### src/rtl/full_adder_2s_reg.sv
// Registered 16-bit two's-complement adder/subtractor for the datapath ALU.
// Subtraction is A + ~B + 1: B is inverted by CTRL and CTRL is the carry-in.
module full_adder_2s_reg #(
  parameter int WIDTH = 16
) (
  input  logic             CLK,
  input  logic             RST,
  input  logic             CTRL,
  input  logic [WIDTH-1:0] A,
  input  logic [WIDTH-1:0] B,
  output logic [WIDTH-1:0] S,
  output logic             COUT,
  output logic             OVF
);

  logic [WIDTH-1:0] b_eff;
  logic [WIDTH-1:0] sum;
  logic [WIDTH:0]   carry;
  logic             ovf_n;

  assign b_eff    = B ^ {WIDTH{CTRL}};
  assign carry[0] = CTRL;

  for (genvar i = 0; i < WIDTH; i++) begin : g_cell
    assign sum[i]     = A[i] ^ b_eff[i] ^ carry[i];
    assign carry[i+1] = (A[i] & b_eff[i]) | (carry[i] & (A[i] ^ b_eff[i]));
  end

  // Signed overflow: carry into the sign bit differs from carry out of it.
  assign ovf_n = carry[WIDTH] ^ carry[WIDTH-1];

  always_ff @(posedge CLK or posedge RST) begin
    if (RST) begin
      S    <= '0;
      COUT <= 1'b0;
      OVF  <= 1'b0;
    end else begin
      S    <= sum;
      COUT <= carry[WIDTH];
      OVF  <= ovf_n;
    end
  end

endmodule

### config.mk
export PLATFORM = sky130hd
export DESIGN_NAME = full_adder_2s_reg
export DESIGN_NICKNAME = d
export VERILOG_FILES = /design/src/rtl/full_adder_2s_reg.sv
export SDC_FILE = /design/constraint.sdc
export NUM_CORES = 1
export LEC_CHECK = 0
export BUFFER_PORTS_ARGS = -buffer_cell sky130_fd_sc_hd__buf_2
export CAP_MARGIN = 20
export CORE_MARGIN = 2
export CORE_UTILIZATION = 48
export CTS_CLUSTER_SIZE = 28
export DETAILED_ROUTE_END_ITERATION = 12
export PLACE_DENSITY = 0.95
export SLEW_MARGIN = 25
export SYNTH_ARGS = -nofsm -noshare
export SYNTH_HDL_FRONTEND = slang
export SYNTH_SLANG_ARGS = --single-unit
### constraint.sdc
create_clock -name CLK -period 1 [get_ports CLK]
set_input_delay 0.15 -clock CLK [delete_from_list [all_inputs] [get_ports CLK]]
set_output_delay 0.15 -clock CLK [all_outputs]
set_load 0.02 [all_outputs]
; ---- Yosys cells after proc, flatten, opt, wreduce, memory -nomap -nowiden
; Index checks and enable logic that the tools add are counted.
[classes]
bitwise = 82
[op_table]
columns = op, count
row1 = 1-bit XOR, 33
row2 = 1-bit AND, 32
row3 = 1-bit bitwise OR, 16
row4 = 16-bit XOR, 1
[word_totals]
ff_bits = 18
word_cells = 85
inputBits = 35
out_inout_bits = 18

; ---- Depth between registers and ports, before layout
; Gate-level depths: netlist (run 1).
[logic_depth]
word_depth = 35
mapped_depth = 20
mapped_depth_nobuf = 19

; ---- Worst setup path after synthesis (run 1)
; OpenSTA, ideal clock, no wires.
[synth_timing]
kind = input -> register
start = input port CTRL
end = register S[15]
stages = 19
setup_time_ns = 0.136
slack_ns = -5.228
path_buffers = 1
required_time_ns = 0.864
t_arrival_ns = 6.092
path_cell_list = buf_6 -> xor2_1 -> fa_1 -> inv_1 -> fa_1 -> fa_1 -> fa_1 -> fa_1 -> fa_1 -> fa_1 -> fa_1 -> fa_1 -> fa_1 -> fa_1 -> fa_1 -> fa_1 -> fa_1 -> inv_1 -> fa_1
[synth_via]
elab_chain_len = 33
elab_cells_between_ends = 63
cone_classes = 63 x bitwise
[synth_rtl]
columns = item, line_no
row1 = from (decl), 8  ; input logic CTRL,
row2 = 16-bit XOR, 21  ; assign b_eff = B ^ {WIDTH{CTRL}};
row3 = 1-bit XOR, 26  ; assign carry[i+1] = (A[i] & b_eff[i]) | (carry[i] & (A[i] ^ b_eff[i]));
row4 = 1-bit AND, 26
row5 = 1-bit bitwise OR, 26
row6 = 1-bit AND, 26
row7 = 1-bit bitwise OR, 26
row8 = 1-bit AND, 26
row9 = 1-bit bitwise OR, 26
row10 = [18 not listed], n/a
row11 = 1-bit AND, 26
row12 = 1-bit bitwise OR, 26
row13 = 1-bit AND, 26
row14 = 1-bit bitwise OR, 26
row15 = 1-bit AND, 26
row16 = 1-bit bitwise OR, 26
row17 = 1-bit XOR *, 25  ; assign sum[i] = A[i] ^ b_eff[i] ^ carry[i];
row18 = via sum[15], 17  ; logic [WIDTH-1:0] sum;
row19 = to (signal assigned), 38  ; S <= sum;
row20 = to (decl), 11  ; output logic [WIDTH-1:0] S,
; Mark *: on every way through the listed nets, which the timed path passes. The rest lies on a longest branch.

; ---- Worst setup path after layout (run 1)
[layout_timing]
start = input port B[1]
end = register S[15]
[layout_via]
elab_chain_len = 31
elab_cells_between_ends = 32
cone_classes = 32 x bitwise
[layout_rtl]
columns = item, line_no
row1 = from (decl), 10  ; input logic [WIDTH-1:0] B,
row2 = 16-bit XOR *, 21
row3 = 1-bit XOR, 26
row4 = 1-bit AND, 26
row5 = 1-bit bitwise OR *, 26
row6 = 1-bit AND *, 26
row7 = 1-bit bitwise OR *, 26
row8 = 1-bit AND *, 26
row9 = 1-bit bitwise OR *, 26
row10 = [16 not listed], n/a
row11 = 1-bit AND *, 26
row12 = 1-bit bitwise OR *, 26
row13 = 1-bit AND *, 26
row14 = 1-bit bitwise OR *, 26
row15 = 1-bit AND *, 26
row16 = 1-bit bitwise OR *, 26
row17 = 1-bit XOR *, 25
row18 = via sum[15], 17
; Marked as above.

==> results of run 1 <==
-- what timing repair did --
| item | CTS | global route |
|---|---|---|
| buffers inserted | 1 | 0 |
| endpoints found under the hold margin | 18 | 0 |
| gates resized for setup | 9 | 11 |
| hold buffers | 1 | 0 |
| setup endpoints to repair | 16 | 18 |
| pin swaps | 1 | 1 |
-- sequential cells by signal, indices dropped and copies added, names as in the netlist --
name / cells
OVF: 1
COUT: 1
S: 16
-- through the flow --
step / instance area [sq um] / power, W
global route: 1500 / 0.00261
finish: 1500 / 0.00245
CTS: 1480 / 0.00238
detailed placement: 1410 / 0.00201
global placement: 1410 / 0.00195
floorplan: 1100 / 0.00163
-- final cells by class --
class	count	share of cell area [%]
Clock buffer	3	1.50
Inverter	29	7.27
Multi-Input combinational cell	33	34.5
Sequential cell	18	30.1
Tap cell	27	2.26
Timing Repair Buffer	61	24.4
-- kinds of logic after synthesis --
group	after synthesis	share of synthesized area, %
buffers and inverters	31	13.3
flip-flops	18	42.9
XOR/XNOR	17	14.2
adder cells (fa/ha/maj)	15	28.6
multiplexers	1	1.07
-- per-layer routing --
layer / routed length, um / track usage (%)
met5: 0 / 0
met4: 16 / 4.05
met3: 154 / 2.98
met2: 1060 / 33.8
met1: 801 / 20.1
-- worst max path at each step --
stage          start     to  slack [ps]  cells after the start
6_report        B[1]  S[15]       -4520                     19
5_1_grt         B[1]  S[15]       -4640                     19
4_1_cts         B[1]  S[15]       -4530                     19
3_5_place_dp    CTRL  S[15]       -4890                     19
3_3_place_gp    CTRL  S[15]       -4810                     19
2_1_floorplan   CTRL  S[15]       -4670                     19
-- power by group through the flow --
stage | combinational, W | sequential, W | clock, W
final | 0.00112 | 0.000980 | 0.000349
after global routing | 0.00122 | 0.00100 | 0.000383
after CTS | 0.00106 | 0.000972 | 0.000344
after detailed placement | 0.00103 | 0.000987 | 0
after global placement | 0.000972 | 0.000978 | 0
after floorplan | 0.000371 | 0.00126 | 0
-- cell usage after synthesis, drive strengths merged --
cell and n:
mux2 1, inv 29, dfrtp 18, buf 2, xnor2 14, xor2 3
fa 15
-- critical path: stages --
cell                     delay [ps]
sky130_fd_sc_hd__buf_6          100
sky130_fd_sc_hd__xor2_2         170
sky130_fd_sc_hd__fa_2           220
sky130_fd_sc_hd__inv_2           40
sky130_fd_sc_hd__fa_2           330
sky130_fd_sc_hd__fa_2           350
sky130_fd_sc_hd__fa_2           370
sky130_fd_sc_hd__fa_2           360
sky130_fd_sc_hd__fa_2           350
sky130_fd_sc_hd__fa_2           350
sky130_fd_sc_hd__fa_2           350
sky130_fd_sc_hd__fa_2           340
sky130_fd_sc_hd__fa_2           340
sky130_fd_sc_hd__fa_2           350
sky130_fd_sc_hd__fa_2           350
sky130_fd_sc_hd__fa_2           350
sky130_fd_sc_hd__fa_2           350
sky130_fd_sc_hd__inv_2           70
sky130_fd_sc_hd__fa_2           410
==> impl_results.rst, run 1 <==
.. list-table::
   :header-rows: 1

   * - Metric
     - Value
   * - Warning count from the yosys run
     - 0
   * - Unique cell type count in the Yosys netlist
     - 8
   * - Residual antenna-violating net count after detailed routing
     - 0
   * - Psw
     - between 0.0008 and 0.0009 W
   * - Final routed wire length divided by cell count
     - ~12 um
   * - Mean instance size in the synthesized netlist
     - 12.8 sq um
   * - Cell depth of the worst hold path
     - 3
   * - Vias post-DR
     - between 700 and 800
   * - Crit start category
     - input pin
   * - Flop pwr share
     - between 40% and 50%
   * - Final std cells w/o fill
     - approximately 170
   * - Die Wd
     - a little over 50 um
   * - Gpl congestion
     - 0.666
   * - Class of the most critical setup path
     - input pin to flop
   * - Pre-CTS WS
     - -4890 ps
   * - CTS Buf Count
     - 3
   * - Maximum buffer depth of the clock tree
     - 2
   * - Vert. Die Dim
     - between 50 and 60 um
   * - Failing checks
     - negative setup slack
   * - Signed area change from the synthesized netlist to the final layout
     - 42.5%
   * - Fin. Hold Viols
     - 0
   * - Clock tree from TritonCTS
     - yes
   * - Post-layout minimum cycle time
     - approximately 5500 ps
   * - Final TNS setup
     - -41,270 ps
   * - Total DRC errors in the routed layout
     - 0
   * - I/O pin cnt
     - between 50 and 60
   * - Clock sink count
     - 18
   * - Max capacitance violation total
     - 0
   * - Worst voltage drop across the vdd grid
     - approximately 930 uV
   * - Violation count after the first detailed-routing iteration
     - 1
   * - Count of buffers from port buffering
     - between 50 and 60
   * - Required time of the critical path
     - 1170 ps
   * - Combined area of the multi-input logic cells
     - just over 500 sq um
   * - Portion of the post-synthesis area used by sequential elements
     - a little over two fifths
   * - Global-route wire length before repair
     - 3280 um
   * - Int Pwr
     - 0.00155 W
   * - Clock-pin transition on the worst setup and hold timing paths
     - 90 ps
   * - Critical path capture point type
     - flop
   * - Number of cells produced by synthesis
     - between 80 and 90
   * - Antenna violations before repair
     - 0
   * - Leakage
     - roughly 0.78 nW
   * - Total core area
     - 2020 sq um
   * - Vias in the first global route
     - ~800
   * - Core Rows
     - 16
   * - NumNets Final
     - approximately 200
   * - Startpoint of the lowest-slack hold path
     - B[0]
   * - Top fanout value on the critical path
     - 2
   * - Most area-consuming cells after synthesis
     - sky130_fd_sc_hd__dfrtp_1, sky130_fd_sc_hd__fa_1, sky130_fd_sc_hd__xnor2_1
   * - Remaining max-slew budget at the tightest pin
     - just over 80%
   * - Final hold slack
     - approximately 130 ps
   * - Overall die area
     - between 2000 and 3000 sq um
   * - Number of placed instances, taps included
     - 166
   * - Switching share of power
     - a little over a third
   * - Run status
     - finished with violations
   * - Synth Register Bits
     - 18
   * - H-tree depth
     - 1
   * - Clock group share of total power
     - between 10% and 20%
   * - Arrival time at the worst endpoint
     - 5700 ps
   * - Area taken by flip-flops and latches
     - 450 sq um
   * - Utilization of the core after routing
     - around 74%
   * - Detailed Place HPWL
     - about 1700 um
   * - Aggregate routed wire length
     - slightly above 2000 um
   * - Unrepaired setup endpoints after global routing
     - true
   * - Period utilisation layout
     - 552%
   * - Initial DRT Pass Iterations
     - 4
   * - Setup-failing EPs final
     - 16
   * - Summed instance area of the synthesized netlist
     - 1050 sq um
   * - Share of final-layout standard cells stronger than drive strength 1
     - 63.2%
   * - Type of the most critical hold path
     - input pin to flop
   * - Number of max-slew violations in the final report
     - 0
   * - Leading cell types in the layout, fill and taps excluded
     - sky130_fd_sc_hd__buf_2, sky130_fd_sc_hd__inv_1, sky130_fd_sc_hd__dfrtp_1, sky130_fd_sc_hd__fa_2, sky130_fd_sc_hd__xnor2_1
   * - Post-Synthesis Net Count
     - 132
   * - Highest attainable clock frequency
     - about 180 MHz
   * - Leading cell type in the layout, fill and taps excluded
     - sky130_fd_sc_hd__buf_2
   * - Top cell type's share of synthesized area
     - a little over two fifths
   * - Starting density of the core
     - 52.0%
   * - Largest net degree at the start of global routing
     - 12
   * - Combinational Power Share
     - 45.8%
   * - Antenna diodes
     - 0
   * - Vias/cell
     - between 4 and 5
   * - Worst Tran Pin Value
     - 258 ps
   * - WHS Endpoint
     - S[0]
   * - Remaining global-route overflow
     - 0
   * - Clock Tree Root
     - sky130_fd_sc_hd__clkbuf_4
   * - Final setup slack of the worst path
     - -4520 ps
   * - Overall global routing resource usage
     - between 10% and 20%
   * - Power density over the cells
     - 1640 nW/um^2
   * - Final-layout fill cell count
     - approximately 130
   * - Leading area contributor after synthesis
     - sky130_fd_sc_hd__dfrtp_1
No activity file was read; power rests on OpenSTA's default activity.
==> run 2: changes to the inputs <==
- ABC_AREA: default -> 1
- CORE_UTILIZATION: 48 -> 50
==> run 2 against run 1 <==
Net effect: the flow still finishes with violations (negative setup slack); non-clock buffer count stayed put; combinational power is 4% lower; final cell count is 33% higher; synthesized area is 14% higher; clock power hardly changed; maximum frequency is 1.1% higher; wire length is 17% higher; critical endpoint unchanged; largest cell class unchanged; highest routed layer unchanged.
==> impl_results.rst, run 2 <==
.. list-table::
   :header-rows: 1

   * - Metric
     - Value
   * - Final routed wire length divided by cell count
     - 10.5 um (-12%)
   * - Initial DRT Pass Iterations
     - 4 (unchanged)
   * - Setup-failing EPs final
     - 16 (unchanged)
   * - Vert. Die Dim
     - 52.9 um (+4.1%)
   * - Post-layout total power
     - 0.00236 W (-3.7%)
   * - Gpl congestion
     - 0.761 (+14%)
   * - Total core area
     - 2230 sq um (+10%)
   * - Run status
     - finished with violations
   * - Overall global routing resource usage
     - 19.5% (+1.9 points)
   * - Class of the most critical setup path
     - input pin to flop
   * - Most numerous cell types in the synthesized netlist
     - sky130_fd_sc_hd__nand2_1, sky130_fd_sc_hd__inv_1, sky130_fd_sc_hd__dfrtp_1, sky130_fd_sc_hd__fa_1, sky130_fd_sc_hd__nand2_2
   * - Number of max-slew violations in the final report
     - 0 (unchanged)
   * - Top cell type's share of synthesized area
     - 37.7% (-5.1 points)
   * - Leading cell type in the layout, fill and taps excluded
     - sky130_fd_sc_hd__nand2_1
   * - H-tree depth
     - 1 (unchanged)
   * - Final std cells w/o fill
     - 227 (+33%)
   * - Number of synthesized flops with an enable pin
     - 0 (unchanged)
   * - Routing usage on met1
     - 19.5% (-0.57 points)
   * - Most instantiated flip-flop cell in the synthesis netlist
     - sky130_fd_sc_hd__dfrtp_1
   * - Synth Register Bits
     - 18 (unchanged)
   * - CTS Buf Count
     - 3 (unchanged)
   * - Final setup slack of the worst path
     - -4460 ps (+60.6 ps)
   * - Top fanout value on the critical path
     - 5 (+3)
   * - Antenna violations before repair
     - 0 (unchanged)
   * - Clock Tree Root
     - sky130_fd_sc_hd__clkbuf_4
   * - Portion of the post-synthesis area used by sequential elements
     - 37.7% (-5.1 points)
   * - Arrival time at the worst endpoint
     - 5630 ps (-70 ps)
   * - Leakage
     - 1.01 nW (+30%)
   * - Proportion of register bits with asynchronous set or reset after synthesis
     - 100% (unchanged)
   * - Most area-consuming cells after synthesis
     - sky130_fd_sc_hd__dfrtp_1, sky130_fd_sc_hd__fa_1, sky130_fd_sc_hd__nand2_1
   * - Starting density of the core
     - 53.4% (+1.5 points)
   * - Aggregate routed wire length
     - 2380 um (+17%)
   * - I/O pin cnt
     - 53 (unchanged)
   * - Failing checks
     - negative setup slack
   * - Leading cell types in the layout, fill and taps excluded
     - sky130_fd_sc_hd__nand2_1, sky130_fd_sc_hd__buf_2, sky130_fd_sc_hd__inv_1, sky130_fd_sc_hd__dfrtp_1, sky130_fd_sc_hd__fa_2
   * - Fin. Hold Viols
     - 0 (unchanged)
   * - Library cell with the highest instance count after synthesis
     - sky130_fd_sc_hd__nand2_1
   * - Warning count from the yosys run
     - 0 (unchanged)
   * - Period utilisation layout
     - 546% (-6.1 points)
   * - Number of placed instances, taps included
     - 220 (+33%)
   * - Largest Register
     - S
   * - Clock sink count
     - 18 (unchanged)
   * - Leading area contributor after synthesis
     - sky130_fd_sc_hd__dfrtp_1
   * - Residual antenna-violating net count after detailed routing
     - 0 (unchanged)
   * - Clock tree from TritonCTS
     - yes
   * - Crit start category
     - input pin
   * - Fraction of met3 tracks used by global routing
     - 2.26% (-0.72 points)
   * - Grt met2 use
     - 39.0% (+5.2 points)
   * - Maximum buffer depth of the clock tree
     - 2 (unchanged)
   * - Type of the most critical hold path
     - input pin to flop
   * - Detailed Place HPWL
     - 1910 um (+12%)
   * - Antenna diodes
     - 0 (unchanged)
   * - Summed instance area of the synthesized netlist
     - 1190 sq um (+14%)
   * - Unique cell type count in the Yosys netlist
     - 8 (unchanged)
   * - Global routing's busiest layer
     - met2
   * - Total DRC errors in the routed layout
     - 0 (unchanged)
   * - Number of cells produced by synthesis
     - 138 (+68%)
   * - Worst Tran Pin Value
     - 221 ps (-36.9 ps)
   * - Required time of the critical path
     - 1170 ps (about the same)
   * - Signed area change from the synthesized netlist to the final layout
     - 42.6% (about the same)
   * - Count of buffers from port buffering
     - 52 (unchanged)
   * - NumNets Final
     - 251 (+28%)
   * - Mean instance size in the synthesized netlist
     - 8.65 sq um (-33%)
   * - Post-Synthesis Net Count
     - 188 (+42%)
   * - Global-route wire length before repair
     - 3770 um (+15%)
   * - Clock-pin transition on the worst setup and hold timing paths
     - 90 ps (about the same)
   * - Vias post-DR
     - 968 (+35%)
   * - Power density over the cells
     - 1390 nW/um^2 (-15%)
   * - Final TNS setup
     - -40,040 ps (+1230 ps)
   * - Violation count after the first detailed-routing iteration
     - 10 (+9)
   * - Unrepaired setup endpoints after global routing
     - true
   * - Post-layout minimum cycle time
     - 5460 ps (-60.6 ps)
   * - Overall die area
     - 2790 sq um (+8.3%)
   * - Remaining global-route overflow
     - 0 (unchanged)
   * - Die Wd
     - 52.9 um (+4.1%)
   * - Worst voltage drop across the vdd grid
     - 814 uV (-13%)
   * - Highest attainable clock frequency
     - 183 MHz (+1.1%)
   * - Critical path capture point type
     - flop
   * - Vias/cell
     - 4.26 (+2.0%)
   * - Max capacitance violation total
     - 0 (unchanged)
   * - Top Registers
     - S (16), COUT (1), OVF (1)
   * - Largest net degree at the start of global routing
     - 19 (+7)
   * - Vias in the first global route
     - 990 (+22%)
   * - Core Rows
     - 17 (+1)
   * - Max reg flops
     - 16 (unchanged)
   * - Remaining max-slew budget at the tightest pin
     - 85.3% (+2.6 points)
   * - Share of final-layout standard cells stronger than drive strength 1
     - 52.3% (-11 points)
[run 2: stage by stage]
stage	area, sq um	utilization (%)	hold WS [ps]	worst slack, ps
2_1_floorplan	1250	-	88.6	-4670
3_5_place_dp	1530	68.5	175	-4870
3_3_place_gp	1530	68.5	172	-4780
4_1_cts	1610	72.0	51.7	-4480
6_report	1700	76.2	62.4	-4460
5_1_grt	1700	76.2	57.9	-4580
[run 2: worst paths after layout]
path | startpoint | endpoint | slack, ps | depth (start not counted)
min in group asynchronous | RST | S[3] | 400 | 4
worst min-delay path | B[0] | S[0] | 60 | 3
worst max-delay path | CTRL | S[15] | -4460 | 21
max in group asynchronous | RST | S[14] | 410 | 4
[run 2: cells by family after synthesis]
logic type / share of synthesized area [%]
DFF: 37.7
and+or+nand+nor: 18.0
buffers and inverters: 19.1
adders and majority gates: 25.2
[run 2: worst max-delay path, cell delays in order]
cell and delay, ps:
sky130_fd_sc_hd__buf_12 120, sky130_fd_sc_hd__clkinv_8 40, sky130_fd_sc_hd__nand2_4 40, sky130_fd_sc_hd__nand2_4 50, sky130_fd_sc_hd__fa_2 200, sky130_fd_sc_hd__inv_2 40, sky130_fd_sc_hd__fa_2 330, sky130_fd_sc_hd__fa_2 340
sky130_fd_sc_hd__fa_2 350, sky130_fd_sc_hd__fa_2 340, sky130_fd_sc_hd__fa_2 340, sky130_fd_sc_hd__fa_2 350, sky130_fd_sc_hd__fa_2 340, sky130_fd_sc_hd__fa_2 350, sky130_fd_sc_hd__fa_2 350, sky130_fd_sc_hd__fa_2 350
sky130_fd_sc_hd__fa_2 350, sky130_fd_sc_hd__fa_2 350, sky130_fd_sc_hd__fa_2 350, sky130_fd_sc_hd__inv_2 70, sky130_fd_sc_hd__fa_2 420
[run 2: timing repair]
action | CTS | global route
endpoints found under the setup margin | 16 | 23
hold buffers | 1 | 0
resized for setup | 10 | 35
pin swaps | 2 | 3
setup buffers | 2 | 1
hold endpoints to repair | 18 | 0
[run 2: final cells by class]
class	count	area, sq um
Multi-Input combinational cell	69	581
Fill cell	158	532
Sequential cell	18	450
Timing Repair Buffer	61	413
Inverter	48	200
Tap cell	28	35.0
Clock buffer	3	22.5
[run 2: report_power, final]
group          switching, W  internal (W)
clock              0.000205      0.000140
combinational      0.000583      0.000483
sequential        0.0000559      0.000891
[run 2: metal layers]
layer | vias to the layer above | share of wire, % | wire length (um)
met1 | 442 | 34 | 809
met4 | 0 | 2.0 | 48
li1 | 488 | - | -
met5 | - | 0 | 0
met3 | 5 | 4.8 | 115
met2 | 33 | 59 | 1410
==> run 3: changes to the inputs <==
- BUFFER_PORTS_ARGS: -buffer_cell sky130_fd_sc_hd__buf_2 -> -buffer_cell sky130_fd_sc_hd__clkbuf_2
==> run 3 against run 2 <==
Net effect: sequential cell count did not move; clock power up 29%; critical path depth did not move; die area unchanged; count of clock-buffer cells in the layout rose by 1; the flow still finishes with violations (negative setup slack); critical path type unchanged; final cell count is the same; maximum frequency is 0.75% lower; via count fell by 0.72%; critical endpoint unchanged; largest power group unchanged; core utilization is 1.0 points higher; worst hold slack got worse by 6.1 ps.
==> impl_results.rst, run 3 (synthesis results as in run 2) <==
.. list-table::
   :header-rows: 1

   * - Metric
     - Value
   * - Clock group share of total power
     - 17.9% (+3.2 points)
   * - Post-route cell area
     - 1720 sq um (+1.3%)
   * - Worst Tran Pin Value
     - 225 ps (+3.97 ps)
   * - Int Pwr
     - 0.00163 W (+7.8%)
   * - Die Wd
     - 52.9 um (unchanged)
   * - Clock tree from TritonCTS
     - yes
   * - Starting density of the core
     - 53.4% (unchanged)
   * - Cell depth of the worst hold path
     - 3 (unchanged)
   * - Largest Register
     - S
   * - Worst voltage drop across the vdd grid
     - 878 uV (+7.8%)
   * - Maximum buffer depth of the clock tree
     - 2 (unchanged)
   * - Critical path capture point type
     - flop
   * - Cell-by-cell listing of the critical path
     - clkbuf_16 > clkinv_8 > nand2_4 > nand2_4 > fa_2 > inv_2 > fa_2 > fa_2 > fa_2 > fa_2 > fa_2 > fa_2 > fa_2 > fa_2 > fa_2 > fa_2 > fa_2 > fa_2 > fa_2 > inv_2 > fa_2
   * - Psw
     - 0.000869 W (+2.9%)
   * - Clock-pin transition on the worst setup and hold timing paths
     - 100 ps (about the same)
   * - Final std cells w/o fill
     - 227 (unchanged)
   * - Final setup slack of the worst path
     - -4500 ps (-41.0 ps)
   * - Vert. Die Dim
     - 52.9 um (unchanged)
   * - Final hold slack
     - 56.3 ps (-6.13 ps)
   * - Core Rows
     - 17 (unchanged)
   * - Remaining global-route overflow
     - 0 (unchanged)
   * - Crit start category
     - input pin
   * - Leading cell types in the layout, fill and taps excluded
     - sky130_fd_sc_hd__nand2_1, sky130_fd_sc_hd__clkbuf_2, sky130_fd_sc_hd__inv_1, sky130_fd_sc_hd__dfrtp_1, sky130_fd_sc_hd__fa_2
   * - Required time of the critical path
     - 1170 ps (about the same)
   * - WHS Endpoint
     - S[0]
   * - NumNets Final
     - 250 (-0.40%)
   * - Clock Tree Root
     - sky130_fd_sc_hd__clkbuf_4
   * - Detailed Place HPWL
     - 1950 um (+1.6%)
   * - Post-layout minimum cycle time
     - 5500 ps (+41.0 ps)
   * - Antenna violations before repair
     - 0 (unchanged)
   * - Slowest CP cell
     - sky130_fd_sc_hd__fa_2
   * - Total core area
     - 2230 sq um (unchanged)
   * - Gpl congestion
     - 0.760 (about the same)
   * - Vias in the first global route
     - 958 (-3.2%)
   * - Number of max-slew violations in the final report
     - 0 (unchanged)
   * - Highest attainable clock frequency
     - 182 MHz (-0.75%)
   * - Top fanout value on the critical path
     - 4 (-1)
   * - Type of the most critical hold path
     - input pin to flop
   * - H-tree depth
     - 1 (unchanged)
   * - Cell repeated most along the worst path
     - sky130_fd_sc_hd__fa_2
   * - Vias/cell
     - 4.23 (-0.72%)
   * - Slowest Stage Delay on Critical Path
     - 420 ps (about the same)
   * - Aggregate routed wire length
     - 2400 um (+0.67%)
   * - Run status
     - finished with violations
   * - Critical path buffer and inverter count
     - 4 (unchanged)
   * - Final routed wire length divided by cell count
     - 10.6 um (+0.67%)
   * - CTS Buf Count
     - 3 (unchanged)
   * - Max reg flops
     - 16 (unchanged)
   * - Vias post-DR
     - 961 (-0.72%)
   * - Signed area change from the synthesized netlist to the final layout
     - 44.4%
   * - Switching share of power
     - 34.8% (-1.0 points)
   * - Clock sink count
     - 18 (unchanged)
   * - Total DRC errors in the routed layout
     - 0 (unchanged)
   * - Share of final-layout standard cells stronger than drive strength 1
     - 50.3% (-2.0 points)
   * - Arrival time at the worst endpoint
     - 5680 ps (+50 ps)
   * - Total placed instance area
     - 1530 sq um (unchanged)
   * - Overall die area
     - 2790 sq um (unchanged)
   * - Kind of cell adding the most delay to the critical path
     - adder cells
   * - Antenna diodes
     - 0 (unchanged)
   * - Class of the most critical setup path
     - input pin to flop
   * - Startpoint of the lowest-slack hold path
     - B[0]
   * - Combinational Power Share
     - 43.9% (-1.3 points)
   * - Unrepaired setup endpoints after global routing
     - true
   * - Setup-failing EPs final
     - 16 (unchanged)
   * - Power density over the cells
     - 1450 nW/um^2 (+4.6%)
   * - Global-route wire length before repair
     - 3870 um (+2.7%)
   * - Violation count after the first detailed-routing iteration
     - 5 (-5)
   * - Pre-CTS WS
     - -4920 ps (-44.4 ps)
   * - Fin. Hold Viols
     - 0 (unchanged)
   * - Number of placed instances, taps included
     - 220 (unchanged)
   * - Failing checks
     - negative setup slack
   * - Count of buffers from port buffering
     - 52 (unchanged)
   * - Initial DRT Pass Iterations
     - 2 (-2)
   * - Top Registers
     - S (16), COUT (1), OVF (1)
   * - Final TNS setup
     - -40,460 ps (-424 ps)
   * - Max capacitance violation total
     - 0 (unchanged)
   * - Final-layout fill cell count
     - 146 (-7.6%)
   * - Remaining max-slew budget at the tightest pin
     - 85.0% (-0.26 points)
   * - Overall global routing resource usage
     - 20.4% (+0.88 points)
   * - Largest net degree at the start of global routing
     - 19 (unchanged)
   * - Residual antenna-violating net count after detailed routing
     - 0 (unchanged)
   * - Leakage
     - 1.03 nW (+2.2%)
   * - I/O pin cnt
     - 53 (unchanged)
   * - Period utilisation layout
     - 550% (+4.1 points)
   * - Flop pwr share
     - 38.2% (-1.9 points)
   * - Leading cell type in the layout, fill and taps excluded
     - sky130_fd_sc_hd__nand2_1
-- run 3: layout make-up --
cell class	count	area [sq um]	share of cell area, %
flip-flops and latches	18	450	26.1
inverters	48	195	11.3
clock buffers	4	36.3	2.10
repair buffers	60	432	25.0
multi-input cells	69	576	33.4
well taps	28	35.0	2.03
-- run 3: worst max path at each step --
stage                     cells past startpoint    end  startpoint  slack (ps)
final                                        21  S[15]        CTRL       -4500
after detailed placement                     20  S[15]        CTRL       -4920
after floorplan                              21  S[15]        CTRL       -4670
after global placement                       20  S[15]        CTRL       -4790
after CTS                                    21  S[15]        B[1]       -4510
after global routing                         21  S[15]        CTRL       -4620
-- run 3: power by group through the flow --
stage / Combinational [W] / Sequential (W) / Clock, W
floorplan: 0.000350 / 0.00117 / 0
global placement: 0.000855 / 0.000948 / 0
detailed placement: 0.000900 / 0.000954 / 0
CTS: 0.000943 / 0.000938 / 0.000458
global route: 0.00121 / 0.000968 / 0.000485
finish: 0.00110 / 0.000955 / 0.000448
-- run 3: through the flow --
step	util (%)	power [W]
finish	77.2	0.00250
global route	77.2	0.00267
CTS	72.7	0.00234
detailed placement	68.5	0.00185
global placement	68.5	0.00180
floorplan	-	0.00152
-- run 3: what timing repair did --
item / 4_1_cts / 5_1_grt
pin swaps: 2 / 1
setup endpoints to repair: 16 / 28
hold endpoints to repair: 18 / 0
gates cloned: 0 / 0
buffers inserted: 1 / 1
resized for setup: 11 / 49
hold buffers: 1 / 0
-- run 3: metal layers --
metal | wire, um | part of all wire, % | up-vias | track usage, %
met5 | 0 | 0 | - | 0
li1 | - | - | 486 | -
met2 | 1500 | 62 | 24 | 42.1
met3 | 94 | 3.9 | 2 | 2.26
met1 | 789 | 33 | 449 | 18.8
met4 | 19 | 0.79 | 0 | 10.3
